File: config.mk
export PLATFORM = sky130hd
export DESIGN_NAME = ch0re_ifetch
export DESIGN_NICKNAME = d
export VERILOG_FILES = /design/src/rtl/ch0re_types.sv /design/src/rtl/ch0re_ifetch_fifo.sv /design/src/rtl/ch0re_ifetch.sv
export SDC_FILE = /design/constraint.sdc
export NUM_CORES = 1
export LEC_CHECK = 0
export ABC_AREA = 1
export ABC_CLOCK_PERIOD_IN_PS = 17900
export CORE_MARGIN = 2
export CORE_UTILIZATION = 60
export CTS_BUF_LIST = sky130_fd_sc_hd__clkbuf_2
export DETAILED_ROUTE_END_ITERATION = 8
export PLACE_DENSITY = 0.95
export RECOVER_POWER = 100
export SLEW_MARGIN = 20
export SYNTH_ARGS = -nofsm -noshare
export SYNTH_HDL_FRONTEND = slang
export SYNTH_SLANG_ARGS = --single-unit
File: constraint.sdc
create_clock -name clk -period 17.9 [get_ports clk]
set_input_delay 5.37 -clock clk [delete_from_list [all_inputs] [get_ports clk]]
set_output_delay 5.37 -clock clk [all_outputs]
set_load 0.02 [all_outputs]
File: src/rtl/ch0re_types.sv
// ch0re shared types
// fetch FSM states, NOP encoding, fetch buffer entry
package ch0re_types;

  typedef enum logic {
    FETCH,
    DRAIN
  } ifetch_state_e;

  localparam logic [31:0] NOP = 32'h0000_0013;

  typedef struct packed {
    logic [63:0] pc;
    logic [31:0] instr;
  } ifetch_entry_t;

endpackage

File: src/rtl/ch0re_ifetch_fifo.sv
// ch0re fetch: small synchronous FIFO
// registered storage with occupancy count and flush
module ch0re_ifetch_fifo #(
  parameter int W     = 96,
  parameter int DEPTH = 2
) (
  input  logic                   clk,
  input  logic                   rst_n,
  input  logic                   flush,
  input  logic                   push,
  input  logic [W-1:0]           wdata,
  input  logic                   pop,
  output logic [W-1:0]           rdata,
  output logic [$clog2(DEPTH):0] count
);

  localparam int AW = $clog2(DEPTH);
  localparam int CW = AW + 1;

  logic [W-1:0]  mem [DEPTH];
  logic [AW-1:0] wptr;
  logic [AW-1:0] rptr;
  logic          pop_ok;
  logic          full;

  assign full   = count == CW'(DEPTH);
  assign pop_ok = pop & (count != '0);
  assign rdata  = mem[rptr];

  // storage write; contents need no reset
  always_ff @(posedge clk) begin
    if (push) mem[wptr] <= wdata;
  end

  // pointers wrap naturally, count tracks entries
  always_ff @(posedge clk) begin
    if (!rst_n || flush) begin
      wptr  <= '0;
      rptr  <= '0;
      count <= '0;
    end else begin
      if (push)   wptr <= wptr + AW'(1);
      if (pop_ok) rptr <= rptr + AW'(1);
      count <= count + CW'(push) - CW'(pop_ok);
    end
  end

  a_no_overflow: assert property (
    @(posedge clk) disable iff (!rst_n)
    !(push && !flush && full)
  );

endmodule

File: src/rtl/ch0re_ifetch.sv
// ch0re instruction fetch stage
// credit-limited requests, in-order buffer, redirect drain
module ch0re_ifetch
  import ch0re_types::*;
#(
  parameter logic [63:0] RESET_PC = 64'h0,
  parameter int          DEPTH    = 2
) (
  input  logic        clk,
  input  logic        rst_n,
  output logic        o_imem_req,
  output logic [63:0] o_imem_addr,
  input  logic        i_imem_gnt,
  input  logic        i_imem_rvalid,
  input  logic [31:0] i_imem_rdata,
  input  logic        i_redirect,
  input  logic [63:0] i_redirect_pc,
  input  logic        i_stall,
  output logic        o_valid,
  output logic [31:0] o_instr,
  output logic [63:0] o_pc
);

  localparam int CW = $clog2(DEPTH) + 1;

  ifetch_state_e state_q, state_d;
  logic [63:0]   fpc_q, fpc_d;
  logic [CW-1:0] out_q, out_d;
  logic [CW-1:0] disc_q, disc_d;
  logic [CW-1:0] occ;
  logic [CW-1:0] pcq_cnt;
  logic [CW:0]   load;
  logic [63:0]   rsp_pc;
  logic          in_fetch;
  logic          fire;
  logic          push;
  logic          pop;
  ifetch_entry_t wentry;
  ifetch_entry_t head;

  assign in_fetch    = state_q == FETCH;
  assign load        = {1'b0, out_q} + {1'b0, occ};
  assign o_imem_req  = rst_n & in_fetch & (load < (CW+1)'(DEPTH));
  assign o_imem_addr = fpc_q & ~64'h3;
  assign fire        = o_imem_req & i_imem_gnt;

  assign push   = i_imem_rvalid & in_fetch & ~i_redirect
                & (pcq_cnt != '0);
  assign pop    = o_valid & ~i_stall & ~i_redirect;
  assign wentry = '{pc: rsp_pc, instr: i_imem_rdata};

  assign o_valid = occ != '0;
  assign o_instr = o_valid ? head.instr : NOP;
  assign o_pc    = o_valid ? head.pc : 64'h0;

  ch0re_ifetch_fifo #(
    .W     (64),
    .DEPTH (DEPTH)
  ) u_pcq (
    .clk   (clk),
    .rst_n (rst_n),
    .flush (i_redirect),
    .push  (fire & ~i_redirect),
    .wdata (o_imem_addr),
    .pop   (push),
    .rdata (rsp_pc),
    .count (pcq_cnt)
  );

  ch0re_ifetch_fifo #(
    .W     ($bits(ifetch_entry_t)),
    .DEPTH (DEPTH)
  ) u_buf (
    .clk   (clk),
    .rst_n (rst_n),
    .flush (i_redirect),
    .push  (push),
    .wdata (wentry),
    .pop   (pop),
    .rdata (head),
    .count (occ)
  );

  // next fetch pc, outstanding count, drain control
  always_comb begin
    state_d = state_q;
    fpc_d   = fpc_q;
    disc_d  = disc_q;
    out_d   = out_q + CW'(fire) - CW'(i_imem_rvalid);
    if (fire) fpc_d = fpc_q + 64'd4;
    unique case (state_q)
      FETCH: ;
      DRAIN: begin
        if (i_imem_rvalid) begin
          disc_d = disc_q - CW'(1);
          if (disc_q == CW'(1)) state_d = FETCH;
        end
      end
    endcase
    if (i_redirect) begin
      fpc_d   = i_redirect_pc & ~64'h3;
      disc_d  = out_d;
      state_d = (out_d != '0) ? DRAIN : FETCH;
    end
  end

  // state registers with synchronous reset
  always_ff @(posedge clk) begin
    if (!rst_n) begin
      state_q <= FETCH;
      fpc_q   <= RESET_PC;
      out_q   <= '0;
      disc_q  <= '0;
    end else begin
      state_q <= state_d;
      fpc_q   <= fpc_d;
      out_q   <= out_d;
      disc_q  <= disc_d;
    end
  end

endmodule
==> summary.md <==
| Metric | Value |
|---|---|
| Status | `complete, but fails checks` |
| Failing checks | `capacitance limit, slew limit` |
| Most frequent cells in the layout | `sky130_fd_sc_hd__nand2_1 (530), sky130_fd_sc_hd__edfxtp_1 (312), sky130_fd_sc_hd__dlygate4sd3_1 (189), sky130_fd_sc_hd__a21oi_1 (141), sky130_fd_sc_hd__clkbuf_2 (137)` |
| Fmax achieved | `67.0 MHz` |
| Warning count from the yosys run | `0` |
| Combinational family with the most area after synthesis | `simple AND/OR/NAND/NOR gates` |
| Initial antenna violation count | `2` |
| TNS Setup | `0 ns` |
| Slew Viols, Final | `771` |
| Count of port buffers added during placement | `257` |
| Unrepaired setup endpoints after global routing | `no` |
| Post-route total power | `1.74 mW` |
| Initial Utilization | `0.609` |
| Area enclosed by the die boundary | `29,500 um^2` |
| Number of vias after detailed routing | `13,500` |
| Most used cell, CP | `sky130_fd_sc_hd__dlygate4sd3_1` |
| Worst setup timing slack at the placement stage | `approximately 5.3 ns` |
| Power density cells | `84.7 nW/um^2` |
| Startpoint type of the worst setup path | `input pin` |
| Iter 0 DRT Violations | `between 1,000 and 1,500` |
| Top-level I/O count | `between 200 and 300` |
| Leakage power figure | `7.80 nW` |
| Fraction of the yosys area taken by sequential cells | `0.646` |
| Worst-case hold slack | `about 0.49 ns` |
| First-pass iteration count of the detailed router | `7` |
| Ratio of cells with drive above 1 in the final layout | `0.0967` |
| Simple-Gate Fraction of Synth Area | `0.186` |
| Worst clock skew | `0.0924 ns` |
| Worst Setup Path Type | `input pin to output pin` |
| Post-layout nets | `2,045` |
| Register bit count reported by yosys | `389` |
| Placer's final routability congestion estimate | `0.947` |
| Hold Buf Count CTS | `0` |
| Leftover overflow at the end of global routing | `0` |
| Highest ir drop seen on vdd | `0.0612 mV` |
| Number of distinct library cells after synthesis | `30` |
| Share of the synthesized netlist area taken by xor and xnor gates | `0.0197` |
| Number of nets with antenna violations after routing | `0` |
| Highest fanout seen on the critical path | `67` |
| First-pass GRT wire length | `69.7 mm` |
| Via count of the first global-routing pass | `about 13,000` |
| Post-Synthesis Mean Instance Area | `10.3 um^2` |
| Actual slew at the worst max-slew pin | `4.16 ns` |
| Final Worst Setup Slack | `2.98 ns` |
| Number of gates resized after cts | `0` |
| Width of the die | `172 um` |
| Cell Rows | `61` |
| Crit path buf inv count | `3` |
| Synth Area in Adders | `0.00712` |
| Syn-to-layout area delta | `21.9%` |
| Most common library cell in the layout ignoring fill and taps | `sky130_fd_sc_hd__nand2_1` |
| Count of final hold-check violations | `0` |
| Clock Latency Late Sink | `0.93 ns` |
| Mux share of post-synthesis cell area | `0.0414` |
| Buffer depth of the longest clock path | `3` |
| Root buffer cell | `sky130_fd_sc_hd__clkbuf_2` |
| CTS buffer count | `just over 90` |
| Time the worst path needs with I/O delays and setup | `14.92 ns` |
| Cell Area, Synth | `about 17,000 um^2` |
| Crit. End Element | `output pin` |
| Wire per inst | `around 19 um` |
| Cells after Synth | `1,641` |
| Clk sink count | `389` |
| TritonCTS clock tree | `done` |
| Maximum number of pins on one net before global-route repair | `69` |
| Number of H-tree levels | `3` |
| Worst path cell trace | `dlygate4sd3_1 -> clkinvlp_2 -> nor4_4 -> dlygate4sd3_1` |
| Maximum capacitance violations | `14` |
| Synthesized-area fraction occupied by ao, oa, aoi and oai cells | `0.0582` |
| Setup bufs post-CTS | `0` |
| Number of design rule violations left after detail routing | `0` |
| Combined flip-flop and latch cell area | `10,900 um^2` |
| Final setup violation count | `0` |
| Critical-path cell with the highest stage delay | `sky130_fd_sc_hd__clkinvlp_2` |
| Total GRT Usage | `0.312` |
| Type of the tightest min-delay check | `register to register` |
| Share of the clock period used by the worst path | `0.834` |
| Delay of the slowest cell on the worst path | `1.93 ns` |
| Worst path required time | `12.53 ns` |
| Rel. slew slack | `-1.77` |
| Die height | `roughly 170 um` |
| Kind of cell adding the most delay to the critical path | `buffers and inverters` |
| Filler cells | `1,806` |
| DPL Wire Length | `roughly 30 mm` |
| Core Box Area | `approximately 28,000 um^2` |
| Arrival time at the worst endpoint | `9.55 ns` |
| Post-CTS clock slew at the launch and capture registers of the worst setup and hold paths | `0.12 ns` |
| Area of the multi-input gates | `5310 um^2` |
| Detail-routed via count per cell | `5.67` |
| Routed Wire Length | `46.0 mm` |
[power breakdown]
part | leakage (nW) | internal (mW) | switching, mW
logic | 3.67 | 0.0563 | 0.0774
registers | 3.48 | 0.998 | 0.0270
clock network | 0.660 | 0.236 | 0.348
total | 7.80 | 1.29 | 0.453
[path summary, 6_finish.rpt]
kind                       start               end  slack [ns]  cells after the start
setup / recovery           rst_n        o_imem_req        2.98                      4
hold / removal        u_pcq.wptr        u_pcq.wptr        0.49                      2
setup reg to reg  u_buf.count[0]  u_pcq.mem[0][32]       11.05                      9
hold reg to reg       u_pcq.wptr        u_pcq.wptr        0.49                      2
[synthesized netlist by cell type (all sizes together)]
cell type | number | area, um^2
nor4 | 1 | 21.3
a31oi | 19 | 119
clkbuf | 52 | 195
a21oi | 141 | 706
fa | 1 | 20.0
nand4 | 13 | 81.3
conb | 1 | 3.75
edfxtp | 312 | 9370
o21bai | 5 | 37.5
mux2 | 62 | 698
inv | 101 | 379
nor3 | 4 | 30.0
ha | 8 | 100
buf | 21 | 111
o21ai | 24 | 120
nor2 | 147 | 584
nand2 | 532 | 2000
xor2 | 14 | 123
xnor2 | 24 | 210
or2 | 2 | 12.5
dfxtp | 77 | 1540
nand3 | 80 | 410
[flip-flops by register name, indices dropped and copies added (netlist names), named ones only]
name,cells
disc_q,2
fpc_q,62
out_q,2
state_q,1
u_buf.count,2
u_buf.mem,188
u_buf.rptr,1
u_buf.wptr,1
u_pcq.count,2
u_pcq.mem,124
u_pcq.rptr,1
u_pcq.wptr,1
[routing by layer]
metal | global-route usage | part of all wire | vias up
li1 | - | - | 6182
met1 | 0.401 | 0.38 | 6374
met2 | 0.517 | 0.49 | 818
met3 | 0.0509 | 0.085 | 150
met4 | 0.152 | 0.042 | 0
met5 | 0 | 0 | -
[cell type report]
class                      count  area share
tap                          378      0.0230
timing repair buffer         269       0.127
antenna                        2    0.000243
clock buffer                 137      0.0333
clock inverter                29     0.00894
sequential                   389       0.531
multi-input combinational   1081       0.258
inverter                     101      0.0186
[kinds of logic after synthesis]
kind of cell | count (synthesis)
DFF | 389
and+or+nand+nor | 779
muxes | 62
AOI/OAI and AO/OA | 189
adders and majority gates | 9
other | 1
xor gates and xnor gates | 38
buffers and inverters | 174
[through the flow]
| step | instance area [um^2] | std cells | util |
|---|---|---|---|
| detailed placement | 19800 | 2218 | 0.713 |
| CTS | 20600 | 2384 | 0.744 |
| global route | 20600 | 2386 | 0.743 |
| finish | 20600 | 2386 | 0.743 |
| global placement | 19700 | 2218 | 0.713 |
| floorplan | 16900 | 1644 | - |
[worst register-to-register path: cells and delay by family (launching register included)]
kind / cells / cell delay (ns)
DFF: 1 / 0.38
buffers and inverters: 4 / 4.46
and+or+nand+nor: 4 / 0.96
adders and majority gates: 1 / 0.46
(Power assumes the default switching activity.)
==> patch, RTL diff (same settings) <==
Make the reset (`rst_n`) asynchronous in one clocked block. Comments in the files are not updated.
--- a/src/rtl/ch0re_ifetch.sv
+++ b/src/rtl/ch0re_ifetch.sv
@@ -106,5 +106,5 @@
 
   // state registers with synchronous reset
-  always_ff @(posedge clk) begin
+  always_ff @(posedge clk or negedge rst_n) begin
     if (!rst_n) begin
       state_q <= FETCH;
Function: differs if rst_n is asserted again (counterexample within 4 cycles, from zero or initial values and one cycle with rst_n low); with rst_n held inactive, the same outputs for 4 cycles.
==> patch against the original RTL <==
Wire length decreased by 0.77%; critical path type is now input pin to register; synthesized area up 0.93%; setup slack better by 1.6 ns; the run still ends with capacitance limit, slew limit left; highest routed layer unchanged; sequential cell count unchanged; power is 7.0% higher; first-iteration DRC count fell by 10%; die area is 0.90% higher; final area rose by 0.91%.
==> patch: results (changes against the original RTL) <==
Run status:
- Outcome: complete, but fails checks (unchanged).
- Violations in the final reports: capacitance limit, slew limit (unchanged).

Finish:
- The count of fill cells added during filler insertion is 1,760 (was 1,806).
- The share of layout cells above drive strength 1 is 0.104 (was 0.0967).
- The final non-filler cell total is 2,349 (was 2,386).
- The number of nets in the layout is 2,001 (was 2,045).

Power:
- The total clock network power is 0.587 mW (was 0.585 mW).
- The fraction of power consumed by sequential logic came to 0.574 (was 0.588).
- The leakage power is 8.13 nW (was 7.80 nW).
- The peak supply drop is 0.0655 mV (was 0.0612 mV).
- The power per cell area is 89.9 nW/um2 (was 84.7 nW/um2).

Global routing:
- The maximum number of pins on one net before global-route repair is 96 (was 69).
- The met1 demand-to-capacity share in global routing is 0.393 (was 0.401).
- The total routing usage reported by global routing was 0.310 (was 0.312).
- The first-pass GRT wire length came to 69,300 um (was 69,700 um).
- The met2 usage in global routing is 0.519 (was 0.517).
- The met3 track demand over resource in global routing was 0.0664 (was 0.0509).

Critical path:
- The worst-case reg-to-reg path depth is 6 (was 9).
- The critical path data arrival time is 13.77 ns (was 9.55 ns).
- The end point of the critical path is u_pcq.mem[0][27] (was o_imem_req).
- The worst stage delay on the critical path is 2.81 ns (was 1.93 ns).
- The worst reg2reg path endpoint is u_buf.mem[1][63] (was u_pcq.mem[0][32]).

CTS:
- The clock latency of the later-clocked register in the worst-skew pair was 0.97 ns (was 0.93 ns).

Timing:
- The final worst clock skew was 0.134 ns (was 0.0924 ns).
- The max-slew violation count is 589 (was 771).
- The worst hold-check slack was 0.500 ns (was 0.486 ns).

Yosys:
- The post-synthesis sequential area ratio is 0.660 (was 0.646).
- The number of distinct library cell variants in the gate-level netlist after synthesis came to 37 (was 30).
- The post-synthesis adder-cell area fraction came to 0.00705 (was 0.00712).
- Synth top cells by count: sky130_fd_sc_hd__nand2_1, sky130_fd_sc_hd__edfxtp_1, sky130_fd_sc_hd__nor2_1 (was sky130_fd_sc_hd__nand2_1, sky130_fd_sc_hd__edfxtp_1, sky130_fd_sc_hd__a21oi_1).
- Most area-consuming cells after synthesis: sky130_fd_sc_hd__edfxtp_1, sky130_fd_sc_hd__nand2_1, sky130_fd_sc_hd__dfrtp_1 (was sky130_fd_sc_hd__edfxtp_1, sky130_fd_sc_hd__nand2_1, sky130_fd_sc_hd__dfxtp_1).
- The area fraction in compound gates after synthesis is 0.0489 (was 0.0582).
- The share of flip-flops with an asynchronous set or reset after synthesis is 0.172 (was 0).

Drt:
- The per-cell routed wire length is 19.4 um (was 19.3 um).
- The initial DRC count was 1,281 (was 1,431).
- The total via count in the routed design is 13,100 (was 13,500).
- The count of TritonRoute iterations in the first routing pass is 6 (was 7).

Placement:
- The post-placement cell area is 19,900 um2 (was 19,800 um2).
- The weighted congestion at the end of routability-driven global placement is 0.954 (was 0.947).
- The detailed-placement wirelength estimate was 30,800 um (was 30,100 um).
- The number of placed instances with taps included came to 2,175 (was 2,218).

Flow run:
- The number of max-capacitance violations reported is 11 (was 14).
## patch: changes by cell type in the layout (fill, tap and decap cells not counted), moves of 5 or more
cell and delta:
sky130_fd_sc_hd__a21oi_1 -43, sky130_fd_sc_hd__dfrtp_1 +67, sky130_fd_sc_hd__o21ai_0 +12, sky130_fd_sc_hd__nand3_1 -20, sky130_fd_sc_hd__nand2_2 +6, sky130_fd_sc_hd__o211ai_1 +7, sky130_fd_sc_hd__a31oi_1 -15, sky130_fd_sc_hd__o21ai_1 +6
sky130_fd_sc_hd__inv_1 -5, sky130_fd_sc_hd__dfxtp_1 -66, sky130_fd_sc_hd__xnor2_1 -14, sky130_fd_sc_hd__clkbuf_2 +5, sky130_fd_sc_hd__xor2_1 +8
## patch: area by class of cell
type                       count  share of cell area
sequential                   389               0.542
multi-input combinational   1045               0.248
timing repair buffer         268               0.127
clock buffer                 142              0.0342
tap                          378              0.0228
inverter                      96              0.0174
clock inverter                26             0.00808
antenna                        5            0.000603
